### config.mk
export PLATFORM = sky130hd
export DESIGN_NAME = uart_cmd_slave
export DESIGN_NICKNAME = d
export VERILOG_FILES = /design/src/rtl/uart_cmd_slave.sv
export SDC_FILE = /design/constraint.sdc
export NUM_CORES = 1
export LEC_CHECK = 0
export ABC_CLOCK_PERIOD_IN_PS = 3590
export BUFFER_PORTS_ARGS = -buffer_cell sky130_fd_sc_hd__buf_2
export CORE_MARGIN = 5
export CORE_UTILIZATION = 45
export DETAILED_ROUTE_END_ITERATION = 10
export GPL_TIMING_DRIVEN = 1
export PLACE_DENSITY = 0.61
export SLEW_MARGIN = 30
export SYNTH_ARGS = -nofsm -noshare
export SYNTH_HDL_FRONTEND = slang
export SYNTH_SLANG_ARGS = --single-unit
### constraint.sdc
create_clock -name clk -period 3.59 [get_ports clk]
set_input_delay 0.359 -clock clk [delete_from_list [all_inputs] [get_ports clk]]
set_output_delay 0.359 -clock clk [all_outputs]
set_load 0.01 [all_outputs]
### src/rtl/uart_cmd_slave.sv
// ----------------------------------------------------------------------------
// uart_cmd_slave
//   Far-end UART command target. Receives two-byte {hdr, wdata} write
//   commands or one-byte hdr read commands from the host. Writes go out on a
//   register-file strobe port. Reads fetch one byte and return it to the host
//   as a single UART frame after a fixed turnaround gap.
//   Frame format: start(0), 8 data bits LSB first, odd parity (~^data), stop(1).
//
// Ports
//   clk        system clock
//   rst        synchronous, active-high reset
//   rx         serial input from the host (asynchronous, idle high)
//   tx         serial output to the host (idle high)
//   reg_addr   register address, taken from hdr[6:0]
//   reg_wdata  register write data
//   reg_we     one-cycle write strobe
//   reg_re     one-cycle read strobe
//   reg_rdata  read data, valid exactly one cycle after reg_re
//   busy       high while a command is in progress (any state but C_HDR)
//   frame_err  one-cycle pulse on parity error, stop error or wdata timeout
// ----------------------------------------------------------------------------
module uart_cmd_slave #(
    parameter int BR       = 434,   // clocks per bit
    parameter int TURN_DLY = 434,   // clocks from read-data capture to tx start bit
    parameter int FRAME_TO = 8192   // clocks allowed to wait for the wdata frame
) (
    input  logic       clk,
    input  logic       rst,
    input  logic       rx,
    output logic       tx,
    output logic [6:0] reg_addr,
    output logic [7:0] reg_wdata,
    output logic       reg_we,
    output logic       reg_re,
    input  logic [7:0] reg_rdata,
    output logic       busy,
    output logic       frame_err
);

    localparam int TMAX = (BR > TURN_DLY) ? BR : TURN_DLY;
    localparam int RXW  = (BR > 2) ? $clog2(BR) : 1;
    localparam int TXW  = (TMAX > 2) ? $clog2(TMAX) : 1;
    localparam int TOW  = $clog2(FRAME_TO + 1);

    localparam logic [RXW-1:0] RX_HALF   = RXW'(BR / 2);
    localparam logic [RXW-1:0] RX_LAST   = RXW'(BR - 1);
    localparam logic [TXW-1:0] BIT_LAST  = TXW'(BR - 1);
    localparam logic [TXW-1:0] TURN_LAST = TXW'(TURN_DLY - 1);
    localparam logic [TOW-1:0] TO_LIMIT  = TOW'(FRAME_TO);

    typedef enum logic [2:0] {
        R_IDLE, R_START, R_DATA, R_PAR, R_STOP
    } rx_state_t;

    typedef enum logic [2:0] {
        C_HDR, C_WDATA, C_WRITE, C_READ, C_CAP, C_TURN, C_TX
    } cmd_state_t;

    // ------------------------------------------------------------------
    // Receiver
    // ------------------------------------------------------------------
    rx_state_t        r_rx_state;
    logic             r_rx_meta;
    logic             r_rx_sync;
    logic             r_rx_prev;
    logic [RXW-1:0]   r_rx_cnt;
    logic [2:0]       r_rx_bit;
    logic [7:0]       r_rx_shift;
    logic             r_rx_par_err;
    logic             r_byte_vld;
    logic             r_rx_err;

    logic             w_rx_fall;
    logic             w_rx_mid;

    assign w_rx_fall = r_rx_prev & ~r_rx_sync;
    assign w_rx_mid  = (r_rx_cnt == RX_HALF);

    always_ff @(posedge clk) begin
        // NOTE: reset is synchronous; every register is cleared in this branch,
        // and the synchroniser flops are preset to the idle-high line level so
        // leaving reset never looks like a start edge.
        if (rst) begin
            r_rx_meta    <= 1'b1;
            r_rx_sync    <= 1'b1;
            r_rx_prev    <= 1'b1;
            r_rx_state   <= R_IDLE;
            r_rx_cnt     <= '0;
            r_rx_bit     <= '0;
            r_rx_shift   <= '0;
            r_rx_par_err <= 1'b0;
            r_byte_vld   <= 1'b0;
            r_rx_err     <= 1'b0;
        end else begin
            // NOTE: non-blocking assignments throughout sequential logic, so
            // every right-hand side sees the pre-edge value regardless of order.
            r_rx_meta  <= rx;
            r_rx_sync  <= r_rx_meta;
            r_rx_prev  <= r_rx_sync;
            r_byte_vld <= 1'b0;
            r_rx_err   <= 1'b0;

            if (r_rx_state != R_IDLE) begin
                r_rx_cnt <= (r_rx_cnt == RX_LAST) ? '0 : r_rx_cnt + 1'b1;
            end

            // The bit counter free-runs across bits, so each state moves on
            // at its own mid-bit sample and the next sample lands one BR later.
            case (r_rx_state)
                R_IDLE: begin
                    if (w_rx_fall) begin
                        r_rx_state <= R_START;
                        r_rx_cnt   <= '0;
                    end
                end
                R_START: begin
                    if (w_rx_mid) begin
                        if (r_rx_sync) begin
                            r_rx_state <= R_IDLE;   // glitch, not a start bit
                        end else begin
                            r_rx_state <= R_DATA;
                            r_rx_bit   <= '0;
                        end
                    end
                end
                R_DATA: begin
                    if (w_rx_mid) begin
                        r_rx_shift <= {r_rx_sync, r_rx_shift[7:1]};
                        r_rx_bit   <= r_rx_bit + 1'b1;
                        if (r_rx_bit == 3'd7) begin
                            r_rx_state <= R_PAR;
                        end
                    end
                end
                R_PAR: begin
                    if (w_rx_mid) begin
                        r_rx_par_err <= (r_rx_sync != ~^r_rx_shift);
                        r_rx_state   <= R_STOP;
                    end
                end
                R_STOP: begin
                    if (w_rx_mid) begin
                        if (!r_rx_sync || r_rx_par_err) begin
                            r_rx_err <= 1'b1;
                        end else begin
                            r_byte_vld <= 1'b1;
                        end
                        r_rx_state <= R_IDLE;
                    end
                end
                default: r_rx_state <= R_IDLE;
            endcase
        end
    end

    // ------------------------------------------------------------------
    // Command FSM and transmitter
    // ------------------------------------------------------------------
    cmd_state_t       r_cstate;
    logic [6:0]       r_hdr_addr;
    logic [TOW-1:0]   r_to_cnt;
    logic [TXW-1:0]   r_tx_cnt;
    logic [3:0]       r_tx_bit;
    logic [9:0]       r_tx_shift;   // bits still to send after the start bit
    logic             r_tx;
    logic [6:0]       r_reg_addr;
    logic [7:0]       r_reg_wdata;
    logic             r_reg_we;
    logic             r_reg_re;
    logic             r_busy;
    logic             r_frame_err;

    always_ff @(posedge clk) begin
        if (rst) begin
            r_cstate    <= C_HDR;
            r_hdr_addr  <= '0;
            r_to_cnt    <= '0;
            r_tx_cnt    <= '0;
            r_tx_bit    <= '0;
            r_tx_shift  <= '1;
            r_tx        <= 1'b1;
            r_reg_addr  <= '0;
            r_reg_wdata <= '0;
            r_reg_we    <= 1'b0;
            r_reg_re    <= 1'b0;
            r_busy      <= 1'b0;
            r_frame_err <= 1'b0;
        end else begin
            r_reg_we    <= 1'b0;
            r_reg_re    <= 1'b0;
            r_frame_err <= 1'b0;

            case (r_cstate)
                C_HDR: begin
                    if (r_byte_vld) begin
                        r_hdr_addr <= r_rx_shift[6:0];
                        r_busy     <= 1'b1;
                        if (r_rx_shift[7]) begin
                            r_cstate <= C_WDATA;
                            r_to_cnt <= '0;
                        end else begin
                            r_cstate   <= C_READ;
                            r_reg_addr <= r_rx_shift[6:0];
                            r_reg_re   <= 1'b1;
                        end
                    end else if (r_rx_err) begin
                        r_frame_err <= 1'b1;
                    end
                end
                C_WDATA: begin
                    // A completed frame wins over the timeout in the same cycle.
                    if (r_byte_vld) begin
                        r_cstate    <= C_WRITE;
                        r_reg_addr  <= r_hdr_addr;
                        r_reg_wdata <= r_rx_shift;
                        r_reg_we    <= 1'b1;
                    end else if (r_rx_err) begin
                        r_cstate    <= C_HDR;
                        r_busy      <= 1'b0;
                        r_frame_err <= 1'b1;
                    end else if (r_to_cnt == TO_LIMIT) begin
                        // Only give up once no frame is in flight.
                        if (r_rx_state == R_IDLE) begin
                            r_cstate    <= C_HDR;
                            r_busy      <= 1'b0;
                            r_frame_err <= 1'b1;
                        end
                    end else begin
                        r_to_cnt <= r_to_cnt + 1'b1;
                    end
                end
                C_WRITE: begin
                    r_cstate <= C_HDR;
                    r_busy   <= 1'b0;
                end
                C_READ: begin
                    r_cstate <= C_CAP;
                end
                C_CAP: begin
                    r_tx_shift <= {1'b1, ~^reg_rdata, reg_rdata};
                    r_tx_cnt   <= '0;
                    r_cstate   <= C_TURN;
                end
                C_TURN: begin
                    if (r_tx_cnt == TURN_LAST) begin
                        r_tx     <= 1'b0;   // start bit
                        r_tx_cnt <= '0;
                        r_tx_bit <= '0;
                        r_cstate <= C_TX;
                    end else begin
                        r_tx_cnt <= r_tx_cnt + 1'b1;
                    end
                end
                C_TX: begin
                    if (r_tx_cnt == BIT_LAST) begin
                        r_tx_cnt <= '0;
                        if (r_tx_bit == 4'd10) begin
                            // Stop bit finished; the line is already high.
                            r_cstate <= C_HDR;
                            r_busy   <= 1'b0;
                        end else begin
                            r_tx       <= r_tx_shift[0];
                            r_tx_shift <= {1'b1, r_tx_shift[9:1]};
                            r_tx_bit   <= r_tx_bit + 1'b1;
                        end
                    end else begin
                        r_tx_cnt <= r_tx_cnt + 1'b1;
                    end
                end
                default: begin
                    r_cstate <= C_HDR;
                    r_busy   <= 1'b0;
                end
            endcase
        end
    end

    assign tx        = r_tx;
    assign reg_addr  = r_reg_addr;
    assign reg_wdata = r_reg_wdata;
    assign reg_we    = r_reg_we;
    assign reg_re    = r_reg_re;
    assign busy      = r_busy;
    assign frame_err = r_frame_err;

endmodule

* Word-level counts from Yosys, hierarchy flattened *
Index checks and enable logic that the tools add are counted.

word-level totals
  input bits = 11
  word-level logic and storage cells = 171
  output and inout port bits = 20
  memories kept = 0
  memory bits (read-only) = 0
  latch bits = 0
  RAM bits = 0
  bits in registers = 96

operators by class
  divide/modulo/power cells = 0
  reductions and logical operators = 29
  bitwise logic cells = 8
  mux-type cells = 68
  equality and inequality tests = 38
  add/sub/neg operators = 5
  $mul = 0
  shifts and indexed selects = 0
  order comparisons = 0

operator list
  kind                   count
  $mux 14                5
  $mux 3                 17
  $mux 9                 5
  $ne 2x2->1 const B     18
  $pmux 14 s2            1
  $mux 7                 3
  $mux 1                 20
  $mux 10                2
  $pmux 10 s2            1
  $add 9x1->9 const B    2
  $eq 9x9->1 const B     2
  $pmux 3 s6             1
  $pmux 9 s2             1
  $reduce_and 6->1       3
  $reduce_xnor 8->1      2
  $eq 3x3->1 const B     5
  $pmux 3 s5             1
  $add 14x1->14 const B  1
  $eq 14x14->1 const B   1
  $pmux 7 s2             1
  $mux 4                 3
  $reduce_and 4->1       3
  $reduce_bool 2->1      5
  $eq 3x2->1 const B     3
  other kinds (24)       42

* Logic depth before layout (Yosys ltp) *
Gate-level depths: netlist of run 1.

  depth in word-level cells = 6
  mapped depth = 9
  mapped depth without buffers = 7

* Least setup slack after synthesis of run 1 *
OpenSTA, ideal clock, no wires.

  kind = register to register
  from = reg r_rx_cnt[0]
  to = reg r_rx_shift[0]
  setup time = 0.128 ns
  slack = 1.727 ns
  period minus slack after synthesis = 1.863 ns
  arrival = 1.736 ns
  cell stages (with the launch flop) = 9
  data required time = 3.462 ns
  buffers on the path = 2
  cells stage by stage = dfxtp_1 > ha_1 > nand3b_1 > or3_1 > buf_2 > nor3_4 > buf_4 > mux2i_1 > nor2_1

between the ends
  longest elaborated chain between the ends = 2

RTL lines
  what                        RTL line  text
  from (decl)                 66        logic [RXW-1:0] r_rx_cnt;
  from (signal assigned)      104       r_rx_cnt <= (r_rx_cnt == RX_LAST) ? '0 : r_rx_cnt + 1'b1;
  $eq 9x8->1                  77        assign w_rx_mid = (r_rx_cnt == RX_HALF);
  $reduce_and 2->1 (no line)  -
  to (signal assigned)        128       r_rx_shift <= {r_rx_sync, r_rx_shift[7:1]};
  to (decl)                   68        logic [7:0] r_rx_shift;

No other way between the ends.
A chain may end at the register's enable or synchronous reset.

* Worst setup path in the final report of run 1 *
  from = reg r_cstate[1]
  to = reg r_tx_bit[3]

between the ends
  longest elaborated chain between the ends = 3
  elaborated cells between the ends (all ways) = 8
  classes of those cells = 5 x eq/ne; 1 x mux; 2 x reduce/logical

RTL lines
  what                                                       RTL line  text
  from (decl)                                                159       cmd_state_t r_cstate;
  from (signal assigned)                                     175       r_cstate <= C_HDR;
  from (signal assigned)                                     199       r_cstate <= C_WDATA;
  from (signal assigned)                                     202       r_cstate <= C_READ;
  $eq 3x3->1                                                 193       case (r_cstate)
  $ne 2x2->1 (no line) or $reduce_bool 2->1 (tied branches)  -
  $reduce_and 4->1 (no line)                                 -
  to (signal assigned)                                       264       r_tx_bit <= r_tx_bit + 1'b1;
  to (decl)                                                  163       logic [3:0] r_tx_bit;

Several ways; a longest one is shown, not always the timed one.

==> qor.csv, run 1 <==
stage,metric,value,unit
timing,Hold Slack,179.2,ps
run,Max Cap Viol,0,
routing,1st-pass router iterations,7,
routing,ANT nets after route,0,
clock_network,CTS root buffer,clkbuf_8,
global_routing,initial antenna violation count,0,
worst_setup_path,crit path max-delay cell type,dfxtp_1,
synthesis,cell count after synthesis,566,
synthesis,post-synthesis xor/xnor area fraction,3.770,%
synthesis,Ys Warns,0,
worst_setup_path,CP required,3880,ps
routing,vias per cell,5.329,
synthesis,adder-cell share of the synthesized area,2.693,%
clock_network,CTS tree,done,
routing,final wirelength,9.316,mm
synthesis,synthesized flop and latch total,95,
final_layout,layout cells sized above 1,10.48,%
synthesis,syn_nets,587,
synthesis,async set-reset flop share out of synthesis,0,%
timing,RSZ-0062 raised after global routing,no,
timing,final setup vio count,0,
clock_network,clk buf depth,2,
final_layout,filler instances,1004,
synthesis,Post-synth EDFFs,0,
synthesis,number of distinct library cells after synthesis,56,
final_layout,core utilization of the finished layout,49.35,%
synthesis,post-synthesis average cell area,8.210,sq um
worst_setup_path,crit-path max FO,21,
synthesis,Netlist Area Pre-Place,0.004647,sq mm
global_routing,largest net degree at the start of global routing,51,
run_status,status,"finished, final reports clean",
clock_network,worst-skew pair later-pin latency,360,ps
routing,WL met1,4.712,mm
floorplan,die area,0.01246,sq mm
clock_network,post_cts resized,0,
clock_network,"Reg clk slew, reported paths",100,ps
synthesis,sequential cell area fraction in the yosys report,40.93,%
worst_setup_path,Critical Path Start Type,flip-flop,
pwr,worst-case vdd ir drop,0.2147,mV
routing,DR WL/cell,12.97,um
synthesis,proportion of synthesized area in mux cells,5.600,%
floorplan,Initial Util,45.63,%
global_routing,first-pass GRT wire length,16.13,mm
routing,met2 wire length,4.218,mm
routing,drt drc,0,
worst_setup_path,worst r2r src,r_cstate[1],
worst_setup_path,Crit path largest cell delay,780,ps
clock_network,clk sink count,95,
worst_hold_path,Min-Delay Path Class,primary input to flip-flop,
final_layout,nets@finish,598,
synthesis,Synth Area in Compound Gates,14.19,%
timing,relative slew slack,39.65,%
final_layout,final std cells w/o fill,718,
place,post-DP HPWL,6.410,mm
floorplan,core region area,0.01018,sq mm
floorplan,Row Count,37,
routing,via count,3826,
worst_setup_path,CP Class,flip-flop to flip-flop,
place,PortBufs,30,
routing,routed wire length on met3,222,um
global_routing,number of global-route vias before repair,3537,
worst_setup_path,"Data arrival, critical path",2810,ps
synthesis,Synth Area in Simple Gates,28.46,%
place,Inst Count DP,702,
timing,Final period util,70.35,%
worst_setup_path,terminus of the critical flop-to-flop path,r_tx_bit[3],
worst_setup_path,worst setup path end,r_tx_bit[3],
final_layout,synth-to-layout area growth,8.158,%
routing,DR iter-0 viols,127,
global_routing,Total GRT Usage,15.03,%
clock_network,htree depth,3,
worst_setup_path,cells along the critical path,and3b_1 > nand2_1 > a211o_1 > or4_1 > a21oi_1,
worst_setup_path,Critical Path Start,r_cstate[1],
synthesis,predominant post-synthesis flop cell,dfxtp_1,
clock_network,cts hold-fix bufs,0,
timing,Slew Limit Fails,0,
pwr,P per Cell Area,421.0,mW/mm^2
pwr,P_leak,0.001753,uW
worst_setup_path,"setup slack, reg-to-reg",1060,ps
timing,Setup TNS,0,ps
synthesis,main combinational cell family by area after synthesis,simple AND/OR/NAND/NOR gates,
timing,min Tclk post-route,2525,ps
final_layout,Diodes inserted,0,
clock_network,Inserted Clock Buffers,9,
final_layout,Reg area,0.001902,sq mm
place,RePlAce Congestion,0.7901,
worst_setup_path,Critical Path End Type,flip-flop,
timing,clk_skew,7.485,ps
timing,slew of the pin with the lowest slew margin,901.3,ps
routing,highest metal used,met4,
floorplan,Die W,111.6,um
worst_setup_path,reg2reg path depth,5,
clock_network,post-CTS setup buffers,0,
floorplan,Ports,31,
global_routing,grt total ovfl,0,
timing,final hold vios,0,
timing,fmax,0.3960,GHz
floorplan,DIE HEIGHT,111.6,um
final_layout,area of the multi-input gates,0.002542,sq mm
[cell families (layout without fill, tap and decap cells)]
family                     after synthesis  in the layout
and+or+nand+nor                        259            259
AOI/OAI and AO/OA                      110            110
DFF                                     95             95
buffers and inverters                   46             62
muxes                                   26             26
xor gates and xnor gates                20             20
adders and majority gates               10             10
[routing by layer]
metal  GRT usage (%)  vias up
met4           5.921        0
met2           24.26       38
met1           20.15     1788
met3           2.391       10
met5               0        -
li1                -     1990
[sequential cells by signal, indices dropped and copies added (netlist names), 4 cells and up]
signal	cells
r_to_cnt	14
r_rx_cnt	9
r_rx_shift	8
reg_addr	7
r_hdr_addr	7
reg_wdata	8
r_tx_shift	9
r_tx_cnt	9
r_tx_bit	4
[critical path, delay by kind of cell (launching register included)]
family | cells | cell delay [ps]
DFF | 1 | 780
AOI/OAI and AO/OA | 2 | 530
and+or+nand+nor | 3 | 1150
[where the power goes]
group / leakage (uW) / switching (uW) / total [uW] / internal, uW
clock network: 0.0000927 / 414 / 681 / 267
registers: 0.000766 / 64.3 / 1140 / 1080
logic: 0.000893 / 162 / 296 / 133
[synth_stat cells (all sizes together) (13+ instances only)]
cell    number  area (sq um)
a21oi       56         284.0
nand2       58         217.7
clkbuf      22         82.58
nand2b      13         81.33
mux2i       26         260.3
dfxtp       95          1902
nor2        90         337.8
nand3       16         80.08
o21ai       17         85.08
xnor2       16         140.1
[through the flow]
stage / area, sq um / setup WS, ps / power [uW]
3_3_place_gp: 4840 / 1165 / 1455
2_1_floorplan: 4647 / 1727 / 1412
5_1_grt: 5026 / 858.5 / 2225
3_5_place_dp: 4840 / 1085 / 1460
6_report: 5026 / 1065 / 2116
4_1_cts: 5026 / 1065 / 2145
[how the worst min path moves through the flow]
| stage | start | endpoint | slack (ps) | cells past startpoint |
|---|---|---|---|---|
| floorplan | r_rx_meta | r_rx_sync | 390 | 1 |
| global placement | r_rx_meta | r_rx_sync | 390 | 1 |
| detailed placement | r_rx_meta | r_rx_sync | 400 | 1 |
| CTS | rx | r_rx_meta | 160 | 2 |
| global route | rx | r_rx_meta | 180 | 2 |
| finish | rx | r_rx_meta | 180 | 2 |
[area by class of cell]
class | instances | share of cell area, %
clock inverter | 7 | 1.245
multi-input combinational | 425 | 50.59
timing repair buffer | 34 | 3.585
clock buffer | 9 | 2.465
sequential | 95 | 37.84
inverter | 12 | 0.8962
tap | 136 | 3.386
[placed cells by master (no fill, tap or decap), types with 6 or more instances in the layout]
cell      count
a21oi_1      55
a311oi_1      7
a31oi_1       7
and2_1        7
buf_2        30
clkbuf_8      9
dfxtp_1      95
ha_1         10
inv_1        12
mux2i_1      26
nand2_1      58
nand2b_1     13
nand3_1      16
nand3b_1      6
nor2_1       90
nor3_1       11
o21ai_0      16
or3_1        12
or4_1         7
xnor2_1      16
Power figures use the tool's default switching activity.
==> run 2, diff against run 1 <==
--- a/config.mk
+++ b/config.mk
@@ -5,7 +5,7 @@
 export SDC_FILE = /design/constraint.sdc
 export NUM_CORES = 1
 export LEC_CHECK = 0
-export ABC_CLOCK_PERIOD_IN_PS = 3590
+export ABC_CLOCK_PERIOD_IN_PS = 2510
 export BUFFER_PORTS_ARGS = -buffer_cell sky130_fd_sc_hd__buf_2
 export CORE_MARGIN = 5
 export CORE_UTILIZATION = 45
==> constraint.sdc (replaced) <==
create_clock -name clk -period 2.51 [get_ports clk]
set_input_delay 0.251 -clock clk [delete_from_list [all_inputs] [get_ports clk]]
set_output_delay 0.251 -clock clk [all_outputs]
set_load 0.01 [all_outputs]
==> run 2 against run 1 <==
  * Worst setup slack worse by 640 ps
  * Sequential power is 37% higher
  * Register-to-register slack got worse by 640 ps
  * Power rose by 53%
  * Die area unchanged
  * Largest power group unchanged
==> qor.csv, run 2 (synthesis results as in run 1) <==
stage,metric,value,unit,change
global_routing,busiest grt layer,met2,,
final_layout,Largest register FFs,14,,unchanged
worst_setup_path,CP Class,flip-flop to flip-flop,,
timing,final setup vio count,0,,unchanged
floorplan,core region area,0.01018,sq mm,unchanged
worst_hold_path,Worst Hold Launch,rx,,
routing,ANT nets after route,0,,unchanged
timing,relative slew slack,57.03,%,+17 points
timing,Slew Limit Fails,0,,unchanged
worst_setup_path,Crit path largest cell delay,520,ps,-260 ps
place,RePlAce Congestion,0.8095,,+2.5%
timing,slew of the pin with the lowest slew margin,636.2,ps,-265.0 ps
worst_setup_path,"Data arrival, critical path",2380,ps,-430 ps
final_layout,layout cells sized above 1,11.69,%,+1.2 points
routing,1st-pass router iterations,4,,-3
place,PortBufs,30,,unchanged
global_routing,initial antenna violation count,0,,unchanged
pwr,worst-case vdd ir drop,0.3210,mV,+50%
timing,clk_skew,8.797,ps,+1.312 ps
final_layout,"Most flops, register",r_to_cnt,,
timing,Setup TNS,0,ps,unchanged
routing,DR WL/cell,13.30,um,+2.5%
clock_network,cts hold-fix bufs,0,,unchanged
timing,fmax,0.4795,GHz,+21%
routing,vias per cell,5.371,,+0.79%
clock_network,post-CTS setup buffers,0,,unchanged
routing,via count,3899,,+1.9%
timing,Final period util,83.09,%,+13 points
clock_network,CTS root buffer,clkbuf_8,,
global_routing,grt total ovfl,0,,unchanged
worst_setup_path,CP required,2800,ps,-1080 ps
run,Max Cap Viol,0,,unchanged
pwr,Clock Power Share,35.7,%,+3.5 points
timing,PnR worst setup slack,424.5,ps,-640.1 ps
final_layout,synth-to-layout area growth,10.58,%,
global_routing,largest net degree at the start of global routing,89,,+75%
worst_setup_path,Critical Path Start Type,flip-flop,,
clock_network,clk buf depth,2,,unchanged
global_routing,M3 GR Usage,2.283,%,-0.11 points
final_layout,most frequent cells in the layout,"95 x dfxtp_1, 90 x nor2_1, 58 x nand2_1, 55 x a21oi_1, 30 x buf_2",,
clock_network,htree depth,3,,unchanged
place,Inst Count DP,710,,+1.1%
pwr,P per Cell Area,631.5,mW/mm^2,+50%
pwr,sequential share of power,48.1,%,-5.8 points
final_layout,"most common cell after layout, fill and taps aside",dfxtp_1,,
clock_network,Inserted Clock Buffers,9,,unchanged
worst_setup_path,Critical Path End Type,flip-flop,,
place,post-DP HPWL,6.589,mm,+2.8%
global_routing,number of global-route vias before repair,3606,,+2.0%
timing,RSZ-0062 raised after global routing,no,,
floorplan,Initial Util,45.63,%,unchanged
timing,Hold Slack,49.97,ps,-129.2 ps
clock_network,clk sink count,95,,unchanged
final_layout,Diodes inserted,0,,unchanged
global_routing,M2 GR Usage,25.38,%,+1.1 points
global_routing,met1 GRT Util,21.22,%,+1.1 points
worst_setup_path,worst r2r src,r_tx_cnt[1],,
run_status,status,"finished, final reports clean",,
pwr,NetSw,921.1,uW,+44%
clock_network,post_cts resized,0,,unchanged
worst_setup_path,Critical Path Start,r_tx_cnt[1],,
pwr,switching share of power,28.39,%,-1.9 points
pwr,P_leak,0.001816,uW,+3.6%
final_layout,nets@finish,606,,+1.3%
floorplan,Die W,111.6,um,unchanged
clock_network,CTS tree,done,,
floorplan,DIE HEIGHT,111.6,um,unchanged
pwr,Combinational Power Share,16.2,%,+2.2 points
worst_setup_path,cells along the critical path,inv_1 > ha_1 > nand4b_1 > o21ai_1 > nor2b_1 > o21ai_0 > a311oi_1,,
floorplan,Ports,31,,unchanged
floorplan,Row Count,37,,unchanged
routing,drt drc,0,,unchanged
place,pre-CTS WS,460.9,ps,-624.3 ps
routing,final wirelength,9.657,mm,+3.7%
worst_setup_path,crit-path max FO,8,,-62%
routing,DR iter-0 viols,104,,-18%
floorplan,die area,0.01246,sq mm,unchanged
final_layout,final std cells w/o fill,726,,+1.1%
global_routing,first-pass GRT wire length,16.73,mm,+3.8%
clock_network,worst-skew pair later-pin latency,380,ps,+20 ps
worst_setup_path,crit path max-delay cell type,nor2b_1,,
timing,min Tclk post-route,2085,ps,-439.9 ps
worst_hold_path,Min-Delay Path Class,primary input to flip-flop,,
global_routing,Total GRT Usage,15.96,%,+0.93 points
timing,final hold vios,0,,unchanged
final_layout,core utilization of the finished layout,50.45,%,+1.1 points
pwr,Pint,2324,uW,+57%
clock_network,"Reg clk slew, reported paths",100,ps,about the same
## run 2: cell count changes in the layout (fill, tap and decap cells not counted), sizes merged
cell,delta
clkinv,-1
bufinv,+2
buf,+8
inv,-1
## run 2: stage by stage
stage | power, uW | instance area (sq um)
3_3_place_gp | 2107 | 4912
4_1_cts | 3286 | 5139
3_5_place_dp | 2121 | 4912
6_report | 3245 | 5139
5_1_grt | 3404 | 5139
2_1_floorplan | 2020 | 4647
## run 2: critical path: cells and delay by family (launching register included)
kind	cells	cell delay, ps
adder cells (fa/ha/maj)	1	180
buffers and inverters	1	60
AO/OA/AOI/OAI	3	600
AND/OR/NAND/NOR	2	740
flip-flops	1	420
## run 2: power groups by stage
stage          Sequential [uW]  Combinational, uW  Clock (uW)
2_1_floorplan             1590                432           0
3_3_place_gp              1590                513           0
3_5_place_dp              1600                525           0
4_1_cts                   1560                528        1200
5_1_grt                   1570                592        1250
6_report                  1560                526        1160
## run 2: area by class of cell
class | count | area, sq um
fill | 1025 | 5046
timing repair buffer | 42 | 252.7
sequential | 95 | 1902
clock inverter | 7 | 102.6
inverter | 12 | 45.04
multi-input combinational | 425 | 2542
clock buffer | 9 | 123.9
tap | 136 | 170.2
## run 2: layer usage
layer | part of all wire, % | wire length [um]
met5 | 0 | 0
met4 | 1.8 | 176
met3 | 2.8 | 266
met2 | 47 | 4581
met1 | 48 | 4633
## run 2: worst paths after layout
kind                 endpoint  slack, ps  cells past startpoint
hold reg to reg     r_rx_sync        420                      1
setup / recovery  r_tx_cnt[5]        420                      7
setup reg to reg  r_tx_cnt[5]        420                      7
hold / removal      r_rx_meta         50                      2
==> run 3, diff against run 2 <==
--- a/config.mk
+++ b/config.mk
@@ -5,7 +5,7 @@
 export SDC_FILE = /design/constraint.sdc
 export NUM_CORES = 1
 export LEC_CHECK = 0
-export ABC_CLOCK_PERIOD_IN_PS = 2510
+export ABC_CLOCK_PERIOD_IN_PS = 2100
 export BUFFER_PORTS_ARGS = -buffer_cell sky130_fd_sc_hd__buf_2
 export CORE_MARGIN = 5
 export CORE_UTILIZATION = 45
==> constraint.sdc (replaced) <==
create_clock -name clk -period 2.1 [get_ports clk]
set_input_delay 0.21 -clock clk [delete_from_list [all_inputs] [get_ports clk]]
set_output_delay 0.21 -clock clk [all_outputs]
set_load 0.01 [all_outputs]
==> run 3 against run 2 <==
  * Sequential power up 22%
  * Clock skew grew 6.9 ps
  * Flip-flop and latch count did not move
  * Critical path depth unchanged
  * Fmax rose by 6.6%
  * Final area rose by 1.5%
  * Clock power about the same
  * Power rose by 15%
  * Largest cell class unchanged
  * Largest power group unchanged
  * Highest routed layer unchanged
==> qor.csv, run 3 (synthesis results as in run 1) <==
stage,metric,value,unit,change
global_routing,grt total ovfl,0,,unchanged
floorplan,core region area,0.01018,sq mm,unchanged
final_layout,most frequent cells in the layout,"93 x dfxtp_1, 89 x nor2_1, 58 x nand2_1, 55 x a21oi_1, 30 x buf_2",,
pwr,Clock Power Share,31.3,%,-4.4 points
worst_setup_path,Critical Path End Type,flip-flop,,
worst_setup_path,CP Class,flip-flop to flip-flop,,
routing,via count,3936,,+0.95%
clock_network,clk sink count,95,,unchanged
pwr,switching share of power,29.80,%,+1.4 points
floorplan,DIE HEIGHT,111.6,um,unchanged
run_status,status,"finished, final reports clean",,
final_layout,Largest register FFs,14,,unchanged
worst_setup_path,"setup slack, reg-to-reg",140,ps,-280 ps
worst_setup_path,worst path bufs/invs,1,,unchanged
timing,Slew Limit Fails,0,,unchanged
global_routing,largest net degree at the start of global routing,89,,unchanged
worst_hold_path,Min-Delay Path Class,primary input to flip-flop,,
floorplan,Die W,111.6,um,unchanged
floorplan,die area,0.01246,sq mm,unchanged
final_layout,"Most flops, register",r_to_cnt,,
routing,final wirelength,9.861,mm,+2.1%
final_layout,final std cells w/o fill,735,,+1.2%
final_layout,"most common cell after layout, fill and taps aside",dfxtp_1,,
timing,min Tclk post-route,1956,ps,-129.8 ps
place,PortBufs,30,,unchanged
timing,clk_skew,15.71,ps,+6.913 ps
timing,Hold Slack,207.0,ps,+157.0 ps
timing,final setup vio count,0,,unchanged
global_routing,number of global-route vias before repair,3780,,+4.8%
pwr,P_leak,0.001851,uW,+1.9%
timing,RSZ-0062 raised after global routing,no,,
final_layout,synth-to-layout area growth,12.22,%,
clock_network,"Reg clk slew, reported paths",100,ps,about the same
routing,ANT nets after route,0,,unchanged
routing,DR iter-0 viols,118,,+13%
worst_setup_path,Critical Path Start Type,flip-flop,,
timing,final hold vios,0,,unchanged
worst_setup_path,crit path max-delay cell type,or4_1,,
global_routing,Total GRT Usage,16.25,%,+0.29 points
worst_setup_path,Critical Path Start,r_to_cnt[0],,
routing,drt drc,0,,unchanged
place,Inst Count DP,718,,+1.1%
worst_setup_path,crit-path max FO,13,,+5
pwr,NetSw,1115,uW,+21%
global_routing,met1 GRT Util,20.77,%,-0.46 points
pwr,worst-case vdd ir drop,0.3564,mV,+11%
routing,1st-pass router iterations,4,,unchanged
timing,fmax,0.5113,GHz,+6.6%
floorplan,Row Count,37,,unchanged
place,post-DP HPWL,6.858,mm,+4.1%
clock_network,CTS tree,done,,
timing,Setup TNS,0,ps,unchanged
worst_setup_path,terminus of the critical flop-to-flop path,r_to_cnt[13],,
global_routing,M3 GR Usage,2.772,%,+0.49 points
clock_network,Inserted Clock Buffers,9,,unchanged
timing,slew of the pin with the lowest slew margin,699.9,ps,+63.70 ps
final_layout,nets@finish,615,,+1.5%
global_routing,busiest grt layer,met2,,
global_routing,initial antenna violation count,0,,unchanged
timing,Final period util,93.13,%,+10 points
timing,relative slew slack,52.73,%,-4.3 points
pwr,sequential share of power,51.0,%,+2.9 points
routing,DR WL/cell,13.42,um,+0.86%
routing,vias per cell,5.355,,-0.29%
worst_setup_path,CP Depth,7,,unchanged
pwr,Pint,2625,uW,+13%
worst_setup_path,CP required,2400,ps,-400 ps
worst_setup_path,worst r2r src,r_to_cnt[0],,
worst_setup_path,"Data arrival, critical path",2260,ps,-120 ps
final_layout,layout cells sized above 1,13.86,%,+2.2 points
final_layout,Diodes inserted,0,,unchanged
worst_setup_path,reg2reg path depth,7,,unchanged
floorplan,Initial Util,45.63,%,unchanged
clock_network,htree depth,3,,unchanged
worst_setup_path,worst setup path end,r_to_cnt[13],,
global_routing,first-pass GRT wire length,17.06,mm,+2.0%
run,Max Cap Viol,0,,unchanged
clock_network,CTS root buffer,clkbuf_8,,
final_layout,filler instances,1041,,+1.6%
clock_network,clk buf depth,2,,unchanged
place,RePlAce Congestion,0.8159,,+0.79%
global_routing,M2 GR Usage,26.78,%,+1.4 points
worst_setup_path,cells along the critical path,inv_1 > ha_1 > nor4b_2 > nand4_1 > a21oi_4 > or4_1 > a21oi_1,,
pwr,Combinational Power Share,17.7,%,+1.5 points
clock_network,worst-skew pair later-pin latency,380,ps,about the same
pwr,P per Cell Area,717.1,mW/mm^2,+14%
floorplan,Ports,31,,unchanged
worst_setup_path,Crit path largest cell delay,520,ps,about the same
worst_setup_path,Worst path top cell family by delay,simple AND/OR/NAND/NOR gates,,
## run 3: cell types whose count changed in the layout (fill, tap and decap cells not counted), moves of 2 or more
| cell | delta |
|---|---|
| dfxtp_2 | +2 |
| buf_4 | +7 |
| bufinv_16 | -2 |
| dfxtp_1 | -2 |
## run 3: area by class of cell
class / count / area (sq um) / area share [%]
clock buffers: 10 / 137.6 / 2.639
clock inverters: 6 / 52.55 / 1.008
inverters: 12 / 45.04 / 0.8637
multi-input cells: 425 / 2570 / 49.28
flip-flops and latches: 95 / 1904 / 36.52
well taps: 136 / 170.2 / 3.263
repair buffers: 51 / 335.3 / 6.430
## run 3: what timing repair did
item,4_1_cts,5_1_grt
resized for setup,0,7
hold buffers,1,0
endpoints found under the setup margin,0,14
setup buffers,0,0
endpoints found under the hold margin,1,0
## run 3: through the flow
step	utilization (%)	total power (uW)	area [sq um]	setup WS (ps)
floorplan	-	2414	4647	236.7
global placement	48.94	2571	4985	166.5
detailed placement	48.94	2587	4985	111.0
CTS	50.91	3762	5185	69.17
global route	51.20	3938	5215	4.874
finish	51.20	3740	5215	144.3
## run 3: how the worst min path moves through the flow
stage,start,endpoint,slack (ps),depth (start not counted)
floorplan,rx,r_rx_meta,310,1
global placement,r_rx_meta,r_rx_sync,390,1
detailed placement,rx,r_rx_meta,400,2
CTS,reg_rdata[4],r_tx_shift[4],200,5
global route,reg_rdata[6],r_tx_shift[6],250,5
finish,reg_rdata[4],r_tx_shift[4],210,5
## run 3: metal layers
metal  vias up  routed length (um)
met5         -                   0
met4         0                 245
met3        15                 180
met2        34                4632
met1      1855                4803
li1       2032                   -
## run 3: power by group through the flow
stage               registers [uW]  clock network [uW]  logic, uW
floorplan                     1900                   0        516
global placement              1940                   0        629
detailed placement            1940                   0        643
CTS                           1900                1210        649
global route                  1910                1290        736
finish                        1910                1170        661
## run 3: worst min-delay path: cells and delay by family
family        cells  cell delay, ps
mux               1              70
simple gates      3             180
buf+inv           1              90
